File: src/rtl/fe_pkg.sv
// Shared definitions for the fetch front end: group geometry, FSM states and
// the slot-mask helper used by the response stage.
package fe_pkg;
    localparam int FETCH_W    = 4;
    localparam int PC_W       = 16;
    localparam int INSN_BYTES = 2;

    typedef enum logic [1:0] {BOOT, RUN, STALL} fe_state_e;

    function automatic logic [FETCH_W-1:0] therm_mask(input logic [2:0] cnt);
        logic [FETCH_W-1:0] m;
        m = '0;
        for (int i = 0; i < FETCH_W; i++)
            if (i < int'(cnt)) m[i] = 1'b1;
        return m;
    endfunction
endpackage

File: src/rtl/fetch_credit_ctr.sv
// Instruction-buffer credit tracker: occupancy (buffer + in-flight group) and
// the number of slots that may be fetched this cycle.
module fetch_credit_ctr
    import fe_pkg::*;
#(
    parameter int  IB_DEPTH = 16,
    localparam int OCC_W    = $clog2(IB_DEPTH + 1)
) (
    input  logic             clk,
    input  logic             rst,
    input  logic             is_jump,
    input  logic [2:0]       ib_pop,
    input  logic [2:0]       fetch_cnt,
    output logic [2:0]       avail_cnt,
    output logic             full_next,
    output logic [OCC_W-1:0] occ
);
    logic [OCC_W:0]   free;
    logic [OCC_W:0]   sum;
    logic [OCC_W:0]   pop_w;
    logic [OCC_W-1:0] occ_next;

    assign free      = (OCC_W+1)'(IB_DEPTH) - {1'b0, occ};
    assign avail_cnt = (free >= (OCC_W+1)'(FETCH_W)) ? 3'(FETCH_W) : 3'(free);
    assign sum       = {1'b0, occ} + (OCC_W+1)'(fetch_cnt);
    assign pop_w     = (OCC_W+1)'(ib_pop);

    // A jump flushes the buffer and squashes the in-flight group; a pop larger
    // than what is held clamps at empty instead of wrapping.
    always_comb begin
        occ_next = '0;
        if (!is_jump && sum > pop_w) occ_next = OCC_W'(sum - pop_w);
    end

    assign full_next = (occ_next == OCC_W'(IB_DEPTH));

    always_ff @(posedge clk or posedge rst) begin
        if (rst) occ <= '0;
        else     occ <= occ_next;
    end
endmodule

File: src/rtl/fetch_sequencer.sv
// Fetch PC owner: issues up to four 2-byte-slot addresses per cycle to the
// icache, throttled by buffer credits and redirected by the branch unit.
module fetch_sequencer
    import fe_pkg::*;
#(
    parameter int              IB_DEPTH = 16,
    parameter logic [PC_W-1:0] RESET_PC = '0
) (
    input  logic                    clk,
    input  logic                    rst,
    input  logic                    is_jump,
    input  logic [PC_W-1:0]         jump_target,
    input  logic [2:0]              ib_pop,
    output logic [FETCH_W*PC_W-1:0] pc_to_icache_flat,
    output logic                    fetch_req,
    output logic [2:0]              fetch_cnt,
    output logic                    resp_valid,
    output logic [FETCH_W-1:0]      resp_mask
);
    localparam int OCC_W = $clog2(IB_DEPTH + 1);

    fe_state_e            state_q, state_d;
    logic [PC_W-1:0]      pc_q;
    logic [2:0]           avail_cnt;
    logic                 full_next;
    logic [OCC_W-1:0]     occ;
    logic                 rv_q;
    logic [FETCH_W-1:0]   mask_q;

    fetch_credit_ctr #(.IB_DEPTH(IB_DEPTH)) u_credit (
        .clk       (clk),
        .rst       (rst),
        .is_jump   (is_jump),
        .ib_pop    (ib_pop),
        .fetch_cnt (fetch_cnt),
        .avail_cnt (avail_cnt),
        .full_next (full_next),
        .occ       (occ)
    );

    assign fetch_cnt = (state_q == RUN) ? avail_cnt : 3'd0;
    assign fetch_req = (fetch_cnt != 3'd0) && !is_jump;

    // Leave RUN only if the buffer stays full after this cycle's pop, so a
    // returned credit shows up in fetch_cnt on the very next cycle.
    always_comb begin
        state_d = state_q;
        unique case (state_q)
            BOOT:    state_d = RUN;
            RUN:     if (avail_cnt == 3'd0 && full_next) state_d = STALL;
            STALL:   if (!full_next) state_d = RUN;
            default: state_d = BOOT;
        endcase
    end

    always_ff @(posedge clk or posedge rst) begin
        if (rst) begin
            state_q <= BOOT;
            pc_q    <= RESET_PC;
            rv_q    <= 1'b0;
            mask_q  <= '0;
        end else begin
            state_q <= state_d;
            if (is_jump) pc_q <= jump_target & ~PC_W'(1);
            else         pc_q <= pc_q + PC_W'(fetch_cnt) * PC_W'(INSN_BYTES);
            rv_q    <= fetch_req;
            mask_q  <= therm_mask(fetch_cnt);
        end
    end

    assign resp_valid = rv_q && !is_jump;
    assign resp_mask  = resp_valid ? mask_q : '0;

    for (genvar g = 0; g < FETCH_W; g++) begin : g_slot
        assign pc_to_icache_flat[(FETCH_W-1-g)*PC_W +: PC_W] = pc_q + PC_W'(g * INSN_BYTES);
    end
endmodule
File: config.mk
export PLATFORM = sky130hd
export DESIGN_NAME = fetch_sequencer
export DESIGN_NICKNAME = d
export VERILOG_FILES = /design/src/rtl/fe_pkg.sv /design/src/rtl/fetch_credit_ctr.sv /design/src/rtl/fetch_sequencer.sv
export SDC_FILE = /design/constraint.sdc
export NUM_CORES = 1
export LEC_CHECK = 0
export CAP_MARGIN = 40
export CORE_AREA = 8 8 74 109
export CTS_CLUSTER_DIAMETER = 200
export CTS_CLUSTER_SIZE = 28
export DETAILED_ROUTE_END_ITERATION = 10
export DIE_AREA = 0 0 82 117
export PLACE_DENSITY_LB_ADDON = 0.3
export SLEW_MARGIN = 20
export SYNTH_ARGS = -nofsm -noshare
export SYNTH_HDL_FRONTEND = slang
export SYNTH_SLANG_ARGS = --single-unit
File: constraint.sdc
create_clock -name clk -period 4.2 [get_ports clk]
set_clock_uncertainty 0.2 [all_clocks]
set_input_delay 0.63 -clock clk [delete_from_list [all_inputs] [get_ports clk]]
set_output_delay 0.63 -clock clk [all_outputs]
set_load 0.02 [all_outputs]
Word level (Yosys, flattened, before mapping) --
Index checks and enable logic that the tools add are counted.
Word-level totals: register bits 28, input port bits 22, output and inout bits 73, word-level logic and storage cells 44
Operators by class: add/sub/neg operators 7, magnitude comparators 6, eq/ne operators 5, multiplexer cells 12, reductions and logical operators 9
Operators with widths (count):
- $add A16 B3 Y16 const B | 2
- $add A16 B2 Y16 const B | 1
- $add A16 B4 Y16 | 1
- $mux W16 | 1
- $add A5 B3 Y6 | 1
- $ge A6 B3 Y1 const B | 1
- $gt A6 B3 Y1 | 1
- $lt A1 B3 Y1 const A | 2
- $lt A2 B3 Y1 const A | 2
- $mux W3 | 2
- $pmux W2 S3 | 1
- $sub A5 B5 Y6 const A | 1
- $eq A5 B5 Y1 const B | 1
- $mux W5 | 1
- $sub A5 B3 Y5 | 1
- $logic_and A1 B1 Y1 | 4
- $mux W1 | 4
- $mux W2 | 2
- $mux W4 | 1
- $logic_not A3 Y1 | 1
- $reduce_bool A3 Y1 | 1
- $eq A2 B1 Y1 const B | 1
- $eq A2 B2 Y1 const B | 1
- $logic_not A2 Y1 | 1
- other kinds (4) | 4

Logic depth before layout (Yosys ltp) --
depth after elaboration 12, mapped depth 19, depth with buffers taken out 19

By module --
A second synthesis with hierarchy kept.
Second synthesis, totals: cells, all modules 303, area total of the unflattened synthesis 2513.7 µm²
By module, submodules not included:
- fetch_sequencer | times used 1, cells an instance 236, area an instance 1908.1 µm², sequential area each 550.5 µm²
- fetch_credit_ctr | times used 1, cells an instance 67, area an instance 605.6 µm², sequential area each 125.1 µm²

Least setup slack after synthesis --
OpenSTA, ideal clock, no wires.
path kind register -> register, from register u_credit.occ[1], to register state_q[0], library setup time 124 ps, arrival time 4431 ps, required time 3876 ps, slack -555 ps, stages on the path, launching flop included 20, path buffers 0, path through dfrtp_1 > inv_1 > ha_1 > nand2b_1 > o21ai_1 > nand3_1 > nor3_1 > ha_1 > ha_1 > nor2_1 > xnor2_1 > ha_1 > a21oi_1 > o2111ai_1 > nor4_1 > a311o_1 > a21oi_2 > a2111oi_4 > a31o_1 > a21oi_1
Between the ends: cells in the longest elaborated chain, start to end 12, elaborated cells on any way between the ends 15
Ends and longest elaborated chain:
- from (decl) | RTL line fetch_credit_ctr.sv:16 | output logic [OCC_W-1:0] occ
- from (signal assigned) | RTL line fetch_credit_ctr.sv:39 | else occ <= occ_next;
- $sub A5 B5 Y6 (*) | RTL line fetch_credit_ctr.sv:23 | assign free = (OCC_W+1)'(IB_DEPTH) - {1'b0, occ};
- $ge A6 B3 Y1 (*) | RTL line fetch_credit_ctr.sv:24 | assign avail_cnt = (free >= (OCC_W+1)'(FETCH_W)) ? 3'(FETCH_W) : 3'(free);
- $mux W3 (*) | RTL line fetch_credit_ctr.sv:24
- $mux W3 (*) | RTL line fetch_sequencer.sv:41 | assign fetch_cnt = (state_q == RUN) ? avail_cnt : 3'd0;
- net fetch_cnt[0] | RTL line fetch_sequencer.sv:16 | output logic [2:0] fetch_cnt,
- $add A5 B3 Y6 (*) | RTL line fetch_credit_ctr.sv:25 | assign sum = {1'b0, occ} + (OCC_W+1)'(fetch_cnt);
- $gt A6 B3 Y1 | RTL line fetch_credit_ctr.sv:32 | if (!is_jump && sum > pop_w) occ_next = OCC_W'(sum - pop_w);
- $logic_and A1 B1 Y1 | RTL line fetch_credit_ctr.sv:32
- $mux W5 (*) | RTL line fetch_credit_ctr.sv:32
- net u_credit.occ_next[4] | RTL line fetch_credit_ctr.sv:21 | logic [OCC_W-1:0] occ_next;
- $eq A5 B5 Y1 (*) | RTL line fetch_credit_ctr.sv:35 | assign full_next = (occ_next == OCC_W'(IB_DEPTH));
- $logic_and A1 B1 Y1 | RTL line fetch_sequencer.sv:50 | RUN: if (avail_cnt == 3'd0 && full_next) state_d = STALL;
- $ne A2 B1 Y1 (no source line)
- $reduce_and A2 Y1 (no source line) (*)
- to (signal assigned) | RTL line fetch_sequencer.sv:63 | state_q <= state_d;
- to (decl) | RTL line fetch_sequencer.sv:22 | fe_state_e state_q, state_d;
Mark *: on every way through the listed nets, which the timed path passes. The rest lies on a longest branch. A chain may end at the register's enable or synchronous reset.

Worst setup path after layout --
from register u_credit.occ[1], to register state_q[0]
Between the ends: cells in the longest elaborated chain, start to end 12, elaborated cells on any way between the ends 15
Ends and longest elaborated chain (RTL line):
- $sub A5 B5 Y6 | fetch_credit_ctr.sv:23
- $ge A6 B3 Y1 | fetch_credit_ctr.sv:24
- $mux W3 | fetch_credit_ctr.sv:24
- $mux W3 | fetch_sequencer.sv:41
- $add A5 B3 Y6 (*) | fetch_credit_ctr.sv:25
- $gt A6 B3 Y1 | fetch_credit_ctr.sv:32
- $logic_and A1 B1 Y1 | fetch_credit_ctr.sv:32
- $mux W5 (*) | fetch_credit_ctr.sv:32
- net u_credit.occ_next[4] | fetch_credit_ctr.sv:21
- $eq A5 B5 Y1 (*) | fetch_credit_ctr.sv:35
- $logic_and A1 B1 Y1 | fetch_sequencer.sv:50
- $ne A2 B1 Y1 (no source line)
- $reduce_and A2 Y1 (no source line) (*)
Marks and branches as above.

==> flow_metrics.tcl <==
set metrics [dict create \
    critPathTopFamily "simple AND/OR/NAND/NOR gates" \
    final_layout_size_suffix_gt1_share_pct 15.9 \
    final_util_pct 57.1 \
    syn_avg_cell_area_sq_um 8.25 \
    path_clk_slew_ps 100 \
    io_pins 95 \
    htreeDepth 1 \
    insertion_delay_ps 280 \
    start_util_pct 38.4 \
    r2r_cells 16 \
    antenna_cells 0 \
    drt_wl_total_mm 7.45 \
    port_buffers 89 \
    worstPathArrival_ps 3980 \
    max_freq_mhz 249 \
    grt_start_max_net_pins 30 \
    hpwl_mm 6.22 \
    place_area_sq_mm 0.00365 \
    ctsHoldBuffers 0 \
    core_area_sq_mm 0.00657 \
    placed_cells_incl_taps 474 \
    p_per_area_mw_per_mm2 581 \
    routed_via_density 5.11 \
    setup_viol 0 \
    clock-root-buffer "clkbuf_8" \
    die-height_um 117 \
    slew_violations 0 \
    maxCapViolCount 0 \
    clk_path_buf_depth 2 \
    yosysSeqAreaShare_pct 26.8 \
    critical_path_required_ps 4170 \
    syn_inst 306 \
    synth-adder-area-share_pct 8.62 \
    drt_first_pass_iters 4 \
    syn_area_sq_mm 0.00252 \
    setup.worst_path.end_class "flop" \
    yosysMostFrequentCell "nor2_1" \
    routedWlPerCell_um 15.5 \
    synth-compound-area-share_pct 13.6 \
    ys.flop_type "dfrtp_1" \
    final_design_area_no_fill_sq_mm 0.00375 \
    critical_path_class "reg2reg" \
    leakage_nw 1.53 \
    dp_slack_ps -16.6 \
    status "complete, no violations" \
    grt_pass1_vias 2442 \
    grt_pass1_wl_mm 11.3 \
    drtIter0Drc 56 \
    vias 2452 \
    setup.worst_path.start "u_credit.occ[1]" \
    numClockSinks 27 \
    drc 0 \
    layout.nets 441 \
    fin_crit_ps 4010 \
    synth_cell_types 50 \
    synthTopCellsByCount "nor2_1, xnor2_1, nand2_1" \
    startpoint_type "flop" \
    fp-row-count 37 \
    crit_end "state_q[0]" \
    synth_top_family_by_area "simple AND/OR/NAND/NOR gates" \
    synth_top_area_share_pct 26.8 \
    reg2reg_slack_ps 190 \
    numCtsBuffers 3 \
    timing.critical_path.buf_inv 1 \
    cts_tree "done" \
    synth_edf_count 0 \
    yosys_warnings 0 \
    yosys-top-cells-area "dfrtp_1, xnor2_1, xor2_1" \
    worstMarginPinSlew_ps 529 \
    grt_overflow 0 \
    cp_max_fo 4 \
    ys_ff_latch 27 \
    post-route-period-util_pct 95.6 \
    ant_nets 0 \
    track_usage_pct 14.9 \
    path_cells "or4b_4 > or2_1 > nand2_2 > nor2_2 > ha_1 > xnor2_1 > ha_1 > a21oi_4 > buf_4 > nor2_1 > a21oi_1 > a31oi_1 > and2_4 > a2111oi_4 > a31o_1 > a21oi_1" \
    instances_no_fill 480 \
    fp.dieW_um 82 \
    crit_path_top_delay_cell "or4b_4" \
    area_growth_pct 48.6 \
    fillCellCount 631 \
    antenna_found_initial 0 \
    finalHoldViolCount 0 \
    setup_ws_ps 185 \
    hold_class "reg2reg" \
    total_power_mw 2.18 \
    synth_xor_xnor_area_share_pct 19.4 \
    reg2reg_from "u_credit.occ[1]" \
    synth.mux.area_fraction_pct 0.892 \
    die_area_sq_mm 0.00959 \
    hold_ws_ps 308 \
    critPathMaxStageDelay_ps 530 \
    r2r-end "state_q[0]" \
    ir_drop_v 0.000333 \
    cp.depth 16 \
    finalSetupTns_ps 0 \
    place.gp.congestion 0.837 \
    async_flop_share_pct 100 \
    synth_area_leader_cell "dfrtp_1" \
    relSlewSlack_pct 64.7 \
    synthSimpleGateAreaFrac_pct 23.4 \
]
-- metal layers --
metal,vias to the layer above,routed length [um],track usage (%)
met5,-,0,0
met4,0,166,5.18
met3,11,487,1.61
met2,79,4160,31.0
met1,1160,2640,13.9
li1,1202,-,-
-- registers in the layout (all words and copies together) (netlist names) --
register	flops
mask_q	4
pc_q	15
rv_q	1
state_q	2
u_credit.occ	5
-- worst min path at each step --
stage,start,end,depth (start not counted)
finish,state_q[0],state_q[0],1
global placement,state_q[0],state_q[0],1
CTS,state_q[0],state_q[0],1
global route,state_q[0],state_q[0],1
detailed placement,state_q[0],state_q[0],1
floorplan,state_q[0],state_q[0],1
-- placed cells by master (no fill, tap or decap), types with 3 or more instances in the layout --
cell type	instances
a21oi_1	6
a21oi_2	3
a31oi_1	3
and2_1	4
buf_4	22
clkbuf_8	3
clkdlybuf4s50_1	89
conb_1	4
dfrtp_1	26
ha_1	13
inv_1	16
nand2_1	27
nand3_1	10
nand4_1	6
nor2_1	32
nor2b_1	5
nor3_1	6
nor3_2	4
o21ai_1	14
xnor2_1	32
xor2_1	24
-- worst register-to-register path: cells and delay by family (launching register included) --
family / cells / cell delay, ps
DFF: 1 / 460
and+or+nand+nor: 6 / 1170
xor gates and xnor gates: 1 / 150
adders and majority gates: 2 / 660
AOI/OAI and AO/OA: 6 / 1100
buffers and inverters: 1 / 140
-- power breakdown --
part	switching, mW	leakage (nW)	internal (mW)
Clock	0.0875	0.0217	0.0675
Combinational	0.849	1.19	0.745
Sequential	0.107	0.317	0.323
Total	1.04	1.53	1.14
-- cell type report --
class	count	area, sq um	share of cell area (%)
clock buffers	3	41.3	1.10
clock inverters	1	7.51	0.200
inverters	19	72.6	1.93
multi-input cells	240	1770	47.2
flip-flops and latches	27	677	18.0
well taps	78	97.6	2.60
repair buffers	112	1080	28.9
-- kinds of logic (layout without fill, tap and decap cells) --
kind of cell / Yosys count / count (layout)
other: 1 / 4
DFF: 27 / 27
AOI/OAI and AO/OA: 45 / 45
adders and majority gates: 17 / 17
buffers and inverters: 42 / 135
xor gates and xnor gates: 56 / 56
and+or+nand+nor: 116 / 116
muxes: 2 / 2
-- repair_timing --
action | CTS | global route
pin swaps | 0 | 13
setup buffers | 0 | 2
resized for setup | 2 | 7
setup endpoints to repair | 1 | 3
gates cloned | 0 | 0
Power figures use the tool's default switching activity.
